--- src/rtl/leaf_pkg.sv ---
// Shared leaf-interface constants and types for the output arbiter and packetizer.
package leaf_pkg;

   localparam int unsigned PAYLOAD_BITS      = 32;
   localparam int unsigned NUM_PORT_BITS     = 4;
   localparam int unsigned CREDIT_BITS       = 8;
   localparam int unsigned DEF_NUM_OUT_PORTS = 4;
   localparam int unsigned DEF_INIT_CREDIT   = 64;

   typedef enum logic {
      OUT_EMPTY = 1'b0,
      OUT_FULL  = 1'b1
   } out_state_e;

   // Width of an index into n items, never narrower than one bit.
   function automatic int unsigned ptr_bits(input int unsigned n);
      return (n > 1) ? $clog2(n) : 1;
   endfunction

endpackage

--- src/rtl/rr_pick.sv ---
// Circular priority encoder: first set request at or after ptr, wrapping.
module rr_pick
   import leaf_pkg::*;
#(
   parameter int unsigned N     = DEF_NUM_OUT_PORTS,
   parameter int unsigned PTR_W = 2
) (
   input  logic [N-1:0]     req,
   input  logic [PTR_W-1:0] ptr,
   output logic [PTR_W-1:0] idx,
   output logic             any
);

   int unsigned cand;

   always_comb begin
      idx  = '0;
      any  = 1'b0;
      cand = 0;
      for (int unsigned i = 0; i < N; i++) begin
         cand = 32'(ptr) + i;
         if (cand >= N) cand = cand - N;
         if (!any && req[PTR_W'(cand)]) begin
            any = 1'b1;
            idx = PTR_W'(cand);
         end
      end
   end

endmodule

--- src/rtl/leaf_out_arbiter.sv ---
// Round-robin, credit-gated arbiter sharing the leaf output register among HLS output streams.
module leaf_out_arbiter
   import leaf_pkg::*;
#(
   parameter int unsigned NUM_OUT_PORTS = DEF_NUM_OUT_PORTS,
   parameter int unsigned INIT_CREDIT   = DEF_INIT_CREDIT
) (
   input  logic                                  clk,
   input  logic                                  reset,
   input  logic [NUM_OUT_PORTS*PAYLOAD_BITS-1:0] din_leaf_user2interface,
   input  logic [NUM_OUT_PORTS-1:0]              vld_user2interface,
   output logic [NUM_OUT_PORTS-1:0]              ack_interface2user,
   output logic [PAYLOAD_BITS-1:0]               dout_payload,
   output logic [NUM_PORT_BITS-1:0]              dout_port,
   output logic                                  dout_vld,
   input  logic                                  dout_rdy,
   input  logic                                  credit_vld,
   input  logic [NUM_PORT_BITS-1:0]              credit_port,
   input  logic [CREDIT_BITS-1:0]                credit_cnt
);

   localparam int unsigned PTR_W = ptr_bits(NUM_OUT_PORTS);
   localparam int unsigned SUM_W = CREDIT_BITS + 1;

   out_state_e                                  state_q;
   logic [PTR_W-1:0]                            rr_ptr_q;
   logic [PTR_W-1:0]                            grant_idx;
   logic [PTR_W-1:0]                            ptr_next;
   logic                                        pick_any;
   logic                                        grant;
   logic                                        slot_free;
   logic [NUM_OUT_PORTS-1:0]                    eligible;
   logic [NUM_OUT_PORTS-1:0]                    req;
   logic [NUM_OUT_PORTS-1:0][CREDIT_BITS-1:0]   credit_q;
   logic [NUM_OUT_PORTS-1:0][CREDIT_BITS-1:0]   credit_d;
   logic [PAYLOAD_BITS-1:0]                     payload_sel;
   logic [SUM_W-1:0]                            sum;

   assign dout_vld  = (state_q == OUT_FULL);
   assign slot_free = !dout_vld || dout_rdy;

   // A port may only compete when it has data, credit, and the register can load.
   always_comb begin
      eligible = '0;
      for (int unsigned k = 0; k < NUM_OUT_PORTS; k++) begin
         eligible[k] = vld_user2interface[k] && (credit_q[k] != '0);
      end
      req = slot_free ? eligible : '0;
   end

   rr_pick #(
      .N     (NUM_OUT_PORTS),
      .PTR_W (PTR_W)
   ) u_rr_pick (
      .req (req),
      .ptr (rr_ptr_q),
      .idx (grant_idx),
      .any (pick_any)
   );

   // Reset suppresses the grant so no word is acked that the register would then drop.
   assign grant    = pick_any && !reset;
   assign ptr_next = (grant_idx == PTR_W'(NUM_OUT_PORTS - 1)) ? '0 : grant_idx + PTR_W'(1);

   always_comb begin
      ack_interface2user = '0;
      payload_sel        = '0;
      for (int unsigned k = 0; k < NUM_OUT_PORTS; k++) begin
         if (grant_idx == PTR_W'(k)) begin
            payload_sel           = din_leaf_user2interface[k*PAYLOAD_BITS +: PAYLOAD_BITS];
            ack_interface2user[k] = grant;
         end
      end
   end

   // Grant consumes one credit, a return adds credits, result clamps at the initial level.
   always_comb begin
      credit_d = credit_q;
      sum      = '0;
      for (int unsigned k = 0; k < NUM_OUT_PORTS; k++) begin
         sum = SUM_W'(credit_q[k]);
         if (ack_interface2user[k]) sum = sum - SUM_W'(1);
         if (credit_vld && (credit_port == NUM_PORT_BITS'(k))) sum = sum + SUM_W'(credit_cnt);
         if (sum > SUM_W'(INIT_CREDIT)) sum = SUM_W'(INIT_CREDIT);
         credit_d[k] = sum[CREDIT_BITS-1:0];
      end
   end

   always_ff @(posedge clk) begin
      if (reset) begin
         state_q      <= OUT_EMPTY;
         dout_payload <= '0;
         dout_port    <= '0;
         rr_ptr_q     <= '0;
         for (int unsigned k = 0; k < NUM_OUT_PORTS; k++) begin
            credit_q[k] <= CREDIT_BITS'(INIT_CREDIT);
         end
      end else begin
         case (state_q)
            OUT_EMPTY: if (grant) state_q <= OUT_FULL;
            OUT_FULL:  if (!grant && dout_rdy) state_q <= OUT_EMPTY;
            default:   state_q <= OUT_EMPTY;
         endcase
         if (grant) begin
            dout_payload <= payload_sel;
            dout_port    <= NUM_PORT_BITS'(grant_idx);
            rr_ptr_q     <= ptr_next;
         end
         credit_q <= credit_d;
      end
   end

endmodule

--- config.mk ---
export PLATFORM = sky130hd
export DESIGN_NAME = leaf_out_arbiter
export DESIGN_NICKNAME = d
export VERILOG_FILES = /design/src/rtl/leaf_pkg.sv /design/src/rtl/rr_pick.sv /design/src/rtl/leaf_out_arbiter.sv
export SDC_FILE = /design/constraint.sdc
export NUM_CORES = 1
export LEC_CHECK = 0
export ABC_AREA = 0
export BUFFER_PORTS_ARGS = -buffer_cell sky130_fd_sc_hd__buf_2
export CAP_MARGIN = 20
export CORE_MARGIN = 3
export CORE_UTILIZATION = 25
export CTS_BUF_LIST = sky130_fd_sc_hd__clkbuf_4 sky130_fd_sc_hd__clkbuf_8 sky130_fd_sc_hd__clkbuf_16
export DETAILED_ROUTE_END_ITERATION = 16
export PLACE_DENSITY = 0.45
export SYNTH_ARGS = -nofsm -noshare
export SYNTH_HDL_FRONTEND = slang
export SYNTH_SLANG_ARGS = --single-unit
--- constraint.sdc ---
create_clock -name clk -period 6.2 [get_ports clk]
set_clock_uncertainty 0.15 [all_clocks]
set_input_delay 0 -clock clk [delete_from_list [all_inputs] [get_ports clk]]
set_output_delay 0 -clock clk [all_outputs]
set_load 0.01 [all_outputs]
==> results of run 1 <==
## flip-flops by register name, indices dropped and copies added, names as in the netlist
register	cells
credit_q	32
dout_payload	32
dout_port	2
rr_ptr_q	2
dout_vld	1
## layout make-up
cell class	instances	area [um^2]	share of cell area
Clock buffer	11	246	0.0311
Timing Repair Buffer	246	1500	0.190
Sequential cell	69	1380	0.174
Multi-Input combinational cell	629	4280	0.540
Clock inverter	4	25.0	0.00316
Tap cell	313	392	0.0494
Inverter	27	101	0.0128
## path summary, 6_finish.rpt
kind | end | slack [ps] | cells after the start
worst max-delay path | credit_q[28] | 830 | 19
worst min-delay path | dout_payload[22] | 4 | 5
worst max register to register | credit_q[28] | 830 | 19
worst min register to register | dout_port[1] | 340 | 2
## cells in the mapped netlist (all sizes together), types with 4 or more instances
| library cell | instances |
|---|---|
| nand4 | 4 |
| a211oi | 36 |
| clkbuf | 38 |
| nor4 | 19 |
| or2 | 5 |
| nor2 | 70 |
| o21ai | 45 |
| nand3 | 17 |
| dfxtp | 69 |
| nor2b | 5 |
| or3 | 9 |
| and3 | 33 |
| a21o | 6 |
| xnor2 | 30 |
| mux2i | 35 |
| a31oi | 4 |
| xor2 | 19 |
| o21a | 4 |
| nor3 | 17 |
| inv | 27 |
| nand2 | 81 |
| nand2b | 7 |
| a21oi | 72 |
| ha | 46 |
| fa | 4 |
| o211ai | 7 |
## kinds of logic (layout without fill, tap and decap cells)
logic type / count (synthesis) / count (layout) / share of synthesized area
adder cells (fa/ha/maj): 50 / 50 / 0.111
multiplexers: 35 / 35 / 0.0594
XOR/XNOR: 49 / 49 / 0.0741
AND/OR/NAND/NOR: 283 / 283 / 0.240
buffers and inverters: 68 / 288 / 0.0446
other: 1 / 6 / 0.000636
flip-flops: 69 / 69 / 0.234
AO/OA/AOI/OAI: 206 / 206 / 0.236
## layer usage
layer / track usage / vias to the layer above / wire (um) / part of all wire
li1: - / 3211 / - / -
met1: 0.199 / 2839 / 9230 / 0.45
met2: 0.275 / 113 / 10300 / 0.50
met3: 0.0255 / 17 / 794 / 0.038
met4: 0.0402 / 0 / 267 / 0.013
met5: 0 / - / 0 / 0
## layout by cell type, fill, tap and decap left out, types with 3 or more instances in the layout
cell           Yosys  layout
or3_1              9       9
a41oi_1            3       3
nor2b_1            5       5
o21a_1             4       4
xor2_1            19      19
a21oi_1           72      72
o21ai_0           45      45
fa_1               4       4
conb_1             1       6
dfxtp_1           69      69
a211oi_1          34      34
o22a_1             3       3
nand2_1           81      81
clkbuf_16          0       9
o211ai_1           7       7
o21bai_1           3       3
mux2i_1           35      35
nor4_1            16      16
ha_1              46      44
and2_1             3       3
and3_1            33      33
dlygate4sd3_1      0      49
xnor2_1           29      29
nor4b_1            3       3
or2_2              5       5
a31oi_1            4       4
buf_2              0     186
nand4_1            4       4
nor3_1            17      17
buf_4              2      11
nand2b_1           7       7
a21o_1             6       6
inv_1             26      26
nand3_1           17      17
nor2_1            70      70
## worst max-delay path, cell delays in order, from the launching register on
cell      delay, ps
dfxtp_1         330
nor4_1          620
a311oi_2        380
mux2i_1         230
nor2_1           60
nor3_1          470
ha_2            280
nor2b_1         220
o41ai_4         180
inv_2           150
xnor2_1         100
ha_1            220
fa_1            400
a21oi_1         220
o211ai_1        220
or3_1           350
a21oi_1         150
a2111o_1        120
nand4_1         260
a21oi_1         210
## metrics by stage
stage / instance area, um^2 / worst slack [ps]
after global routing: 7930 / 337
after detailed placement: 7160 / 857
after global placement: 7160 / 959
after floorplan: 5920 / 1190
final: 7930 / 826
after CTS: 7930 / 834
## report_power, final
part,leakage (nW),switching [mW],internal (mW)
Sequential,0.566,0.0307,0.496
Clock,0.131,0.200,0.282
Combinational,2.79,0.460,0.381
Total,3.49,0.690,1.16
==> impl.org, run 1 <==
** Drt
- After detailed routing, the number of remaining DRC violations is 0.
- Average wire per standard cell :: 15.9 um
- DR pass1 iterations :: 4
- After detailed routing, the number of vias per cell comes to 4.76.
- Antenna-violating nets left :: 0
- For this block, the initial DRC count from the detailed router was 314.
- Number of vias in the routed layout :: 6180
- After detailed routing, the total wire length is 20.6 mm.

** Logic synthesis
- The synthesized design spends more area on one cell type than any other, namely dfxtp_1.
- Number of flops mapped to enable cells by yosys :: 0
- Counting every instance in the synthesized netlist gives 761.
- Dividing the synthesized area by the synthesized cell count gives 7.75 um^2.
- Count of different cell masters after synthesis :: 65
- For this run, the register share of the synthesized area comes to 0.234.
- After synthesis, the cell types taking the most area are dfxtp_1 23%, ha_1 9.8%, a21oi_1 6.1%.
- Of the post-synthesis cell area, the dominant cell type holds 0.234.
- Summing every instance area after synthesis gives 5900 um^2.
- For this run, asynchronously set or reset flops after synthesis account for 0.
- Synth Flop Type :: dfxtp_1
- Yosys printed 0 warnings.
- The synthesized design contains 69 register bits.

** Timing
- Setup violations remaining at the end of the flow were counted as 0.
- Final critical delay including setup and external delays :: 5370 ps
- Static timing analysis puts the maximum clock frequency at 186 MHz.
- Setup repair after global routing left no endpoint under its margin.
- The number of slew-limit violations in the final report was 0.
- At the pin with the least slew margin, the transition time is 839 ps.
- Setup total negative slack on the finished layout was measured at 0 ps.
- The final number of hold-violating endpoints came to 0.
- Fin crit share :: 0.867
- Slew HR :: 0.440
- Hold slack final :: 4.41 ps

** Outcome
- The run finished with clean final reports.

** Finish
- Layout net count :: 1180
- 0 antenna diodes ended up in the layout.
- Area growth from synthesis to final layout :: 34.4%
- Layout cell share with drive strength beyond 1 :: 0.238
- The layout has 2509 filler cells.
- Final cell count without fillers :: 1299
- Measured on the finished design, the core utilization comes to 0.346.

** Placement
- The congestion estimate from routability-driven global placement came to 0.828.
- Number of instances in the placed design :: 1235
- Port buffering added 186 buffers.
- DP HPWL :: 15.7 mm

** Pwr
- Pleak :: 3.49 nW
- Total power for the finished layout comes to 1.85 mW.
- Peak supply drop :: 101 uV
- For this design the ratio of total power to cell area is 233 nW/um^2.

** Setup path
- The critical path starts at credit_q[20].
- STA classifies the critical path startpoint as a flip-flop.
- CP max FO :: 8
- Setup crit end kind :: flip-flop
- Worst Path Required :: 6310 ps
- Worst reg2reg startpoint :: credit_q[20]
- Data arrival time of the worst path :: 5490 ps
- Critical path class :: flip-flop to flip-flop

** Floorplanning
- Die outline area :: 25500 um^2
- I/O pin count :: 189
- For this configuration, the core starts out at a cell density of 0.257.
- The floorplan has 55 rows.
- Die height :: 160 um
- The floorplan step defined a core boundary enclosing 22900 um^2.
- Die boundary width :: 160 um

** Global routing
- Maximum number of pins on one net before global-route repair :: 65
- First-pass GRT wire length :: 32.3 mm
- Antenna violations before repair :: 0
- Summed over all layers, the global routing overflow is 0.
- The number of global-route vias before repair was 5971.
- Global router's overall resource usage :: 0.156

** Min path
- The tightest min-delay check is of the primary input to flip-flop type.
- The startpoint identified for the worst hold timing path is din_leaf_user2interface[86].

** Clock tree
- CTS root buffer :: clkbuf_16
- The H-tree generated during clock tree synthesis spans 3 levels.
- Number of setup buffers added after CTS :: 0
- The clock passes through at most 2 buffers.
- Buffers inserted to repair hold after CTS numbered 49.
- TritonCTS clock tree :: built
- Clock slew at reported path FFs :: 60 ps
- Post-CTS repair changed the size of 0 cells.
- Counting every sink on the clock net gives 69.
- Buffers inserted during clock tree synthesis total 9.
- Clk Latency, worst-skew pair :: 340 ps

** Job
- The tool flagged a number of max-cap violations equal to 0.
No activity file was read; power rests on OpenSTA's default activity.
==> inputs of run 2 (changes only) <==
==> constraint.sdc (replaced) <==
create_clock -name clk -period 5.3 [get_ports clk]
set_clock_uncertainty 0.15 [all_clocks]
set_input_delay 0 -clock clk [delete_from_list [all_inputs] [get_ports clk]]
set_output_delay 0 -clock clk [all_outputs]
set_load 0.01 [all_outputs]
==> impl.org, run 2 (synthesized netlist as in run 1, its figures left out) <==
** Drt
- The wire length per cell was 15.5 um (-2.2%).
- Number of vias in the routed layout :: 6192 (+0.19%)
- The total wire length was 20.4 mm (-1.2%).
- The number of design rule violations left after detail routing came to 0 (unchanged).
- DR pass1 iterations :: 4 (unchanged)
- Antenna-violating nets left :: 0 (unchanged)
- Vias per cell :: 4.72 (-0.87%)
- The detailed router's first-iteration violation count came to 332 (+5.7%).

** Setup path
- The critical path data arrival time came to 5130 ps (-360 ps).
- Among the stages of the critical path, the cell type that occurs most often is ha_1.
- The worst setup path is launched from a flip-flop.
- The worst setup path is of the flip-flop to flip-flop kind.
- Max incr delay on CP :: 480 ps (-140 ps)
- STA classifies the critical path endpoint as a flip-flop.
- CP max FO :: 7 (-1)
- Worst Path Required :: 5410 ps (-900 ps)
- Among all stages on the critical path, the largest delay is contributed by or4b_1.
- The signal on the critical path passes through inv_1, ha_1, or4b_1, o211a_1, a21oi_1, nor3_2, inv_1, ha_1, nand2_1, nor2_1, a31oi_1, or2_2, ha_1, or2_2, a211o_1, a21o_1, a21oi_1, o2111ai_2, a211oi_2.

** Timing
- Final-report setup violation count :: 0 (unchanged)
- Fin crit share :: 0.946 (+0.0795)
- The final setup TNS came to 0 ps (unchanged).
- Max Freq :: 199 MHz (+7.2%)
- Hold Violations, Final :: 0 (unchanged)
- Final critical delay including setup and external delays :: 5010 ps (-359 ps)
- Setup repair after global routing could not meet its margin everywhere.
- The transition time of the tightest slew-check pin is 774 ps (-64.5 ps).
- The number of slew-limit violations in the final report was 0 (unchanged).
- The relative slew slack came to 0.483 (+0.0431).

** Clock tree
- The clock-pin slew of the registers on the worst-case setup and hold paths came to 60 ps (about the same).
- Clock tree synthesis selected as its root buffer the cell clkbuf_16.
- The clock latency on the worst-skew pair came to 340 ps (about the same).
- Inserted Clock Buffers :: 9 (unchanged)
- Buffers from clock root to sink, at most :: 2 (unchanged)
- # H-tree levels :: 3 (unchanged)
- TritonCTS clock tree :: built
- Clock sink total :: 69 (unchanged)

** Finish
- The top cell types in the final layout, fill and taps aside, are 186 x buf_2, 81 x nand2_1, 71 x a21oi_1, 70 x nor2_1, 69 x dfxtp_1.
- The share of final-layout standard cells stronger than drive strength 1 was 0.254 (+0.0152).
- The count of placed standard cells in the final layout, fillers left out is 1313 (+1.1%).
- Most common cell after layout, fill and taps aside :: buf_2
- Biggest regs :: credit_q: 32 flops, dout_payload: 32 flops
- The net total in the final layout came to 1191 (+0.93%).
- Area growth from synthesis to final layout :: 38.4%

** Floorplanning
- Site row count :: 55 (unchanged)
- I/O pin count :: 189 (unchanged)
- The initial standard-cell utilization of the core came to 0.257 (unchanged).
- Die outline area :: 25500 um^2 (unchanged)
- Core box area :: 22900 um^2 (unchanged)
- Die boundary width :: 160 um (unchanged)
- The die outline height was 160 um (unchanged).

** Pwr
- Proportion of power drawn by the clock network :: 0.312 (+0.051)
- The cell-internal power is 1.52 mW (+31%).
- Register share of total power :: 0.262 (-0.023)
- The reported net switching power was 0.823 mW (+19%).
- The total power divided by cell area was 288 nW/um^2 (+23%).
- The combinational group share of total power was 0.426 (-0.029).
- The net switching fraction of the power is 0.351 (-0.0224).
- Pleak :: 3.60 nW (+3.2%)
- The maximum VDD drop came to 138 uV (+37%).

** Global routing
- The wire length of the first global-routing pass is 32.1 mm (-0.47%).
- The overall fraction of global-route tracks in use came to 0.154 (-0.00233).
- Antenna violations before repair :: 1 (+1)
- The number of global-route vias before repair was 6087 (+1.9%).
- The total congestion overflow is 0 (unchanged).
- Maximum number of pins on one net before global-route repair :: 69 (+6.2%)

** Placement
- The count of buffers from port buffering is 186 (unchanged).
- The global placer's final weighted congestion is 0.836 (+0.98%).
- Number of instances in the placed design :: 1241 (+0.49%)
- The half-perimeter wire length after placement was 15.5 mm (-1.1%).

** Job
- Number of violations of the max-capacitance limit :: 0 (unchanged)

** Min path
- Class of the tightest hold or removal check :: primary input to flip-flop

** Outcome
- Outcome :: finished, final reports clean
run 2: metal layers:
layer | wire, um | GRT usage
met4 | 130 | 0.0243
met1 | 9470 | 0.198
met2 | 10200 | 0.274
met3 | 600 | 0.0271
met5 | 0 | 0
run 2: what timing repair did:
item | 4_1_cts | 5_1_grt
endpoints found under the hold margin | 33 | 0
setup endpoints to repair | 0 | 28
setup buffers | 0 | 3
hold buffers | 51 | 0
gates resized for setup | 0 | 10
run 2: per-stage QoR:
step	util	hold slack (ps)	area (um^2)	setup slack (ps)	power, mW
after floorplan	-	90.0	5920	289	1.24
after global placement	0.315	202	7210	93.3	1.53
after detailed placement	0.315	202	7210	95.3	1.53
after CTS	0.353	1.07	8080	67.6	2.37
after global routing	0.356	32.2	8160	-79.8	2.51
final	0.356	3.66	8160	285	2.35
run 2: critical path: cells and delay by family, from the launching register on:
family | cells | cell delay [ps]
buffers and inverters | 2 | 190
adders and majority gates | 3 | 810
and+or+nand+nor | 6 | 1610
AOI/OAI and AO/OA | 8 | 1860
DFF | 1 | 310
run 2: worst paths after layout:
path	start	to	slack, ps	cells after the start
min	din_leaf_user2interface[86]	dout_payload[22]	4	5
max reg2reg	credit_q[24]	credit_q[2]	290	19
max	credit_q[24]	credit_q[2]	290	19
min reg2reg	dout_port[1]	dout_port[1]	310	2
run 2: power by group through the flow:
stage / logic (mW) / clock network [mW] / registers [mW]
global placement: 0.907 / 0 / 0.626
finish: 1.00 / 0.733 / 0.614
detailed placement: 0.905 / 0 / 0.626
global route: 1.11 / 0.776 / 0.623
floorplan: 0.594 / 0 / 0.647
CTS: 0.997 / 0.757 / 0.614
run 2: final cells by class:
| class | count | area (um^2) |
|---|---|---|
| tap | 313 | 392 |
| multi-input combinational | 629 | 4330 |
| antenna | 2 | 5.00 |
| timing repair buffer | 257 | 1590 |
| sequential | 69 | 1380 |
| clock inverter | 5 | 106 |
| inverter | 27 | 101 |
| fill | 2464 | 14800 |
| clock buffer | 11 | 253 |
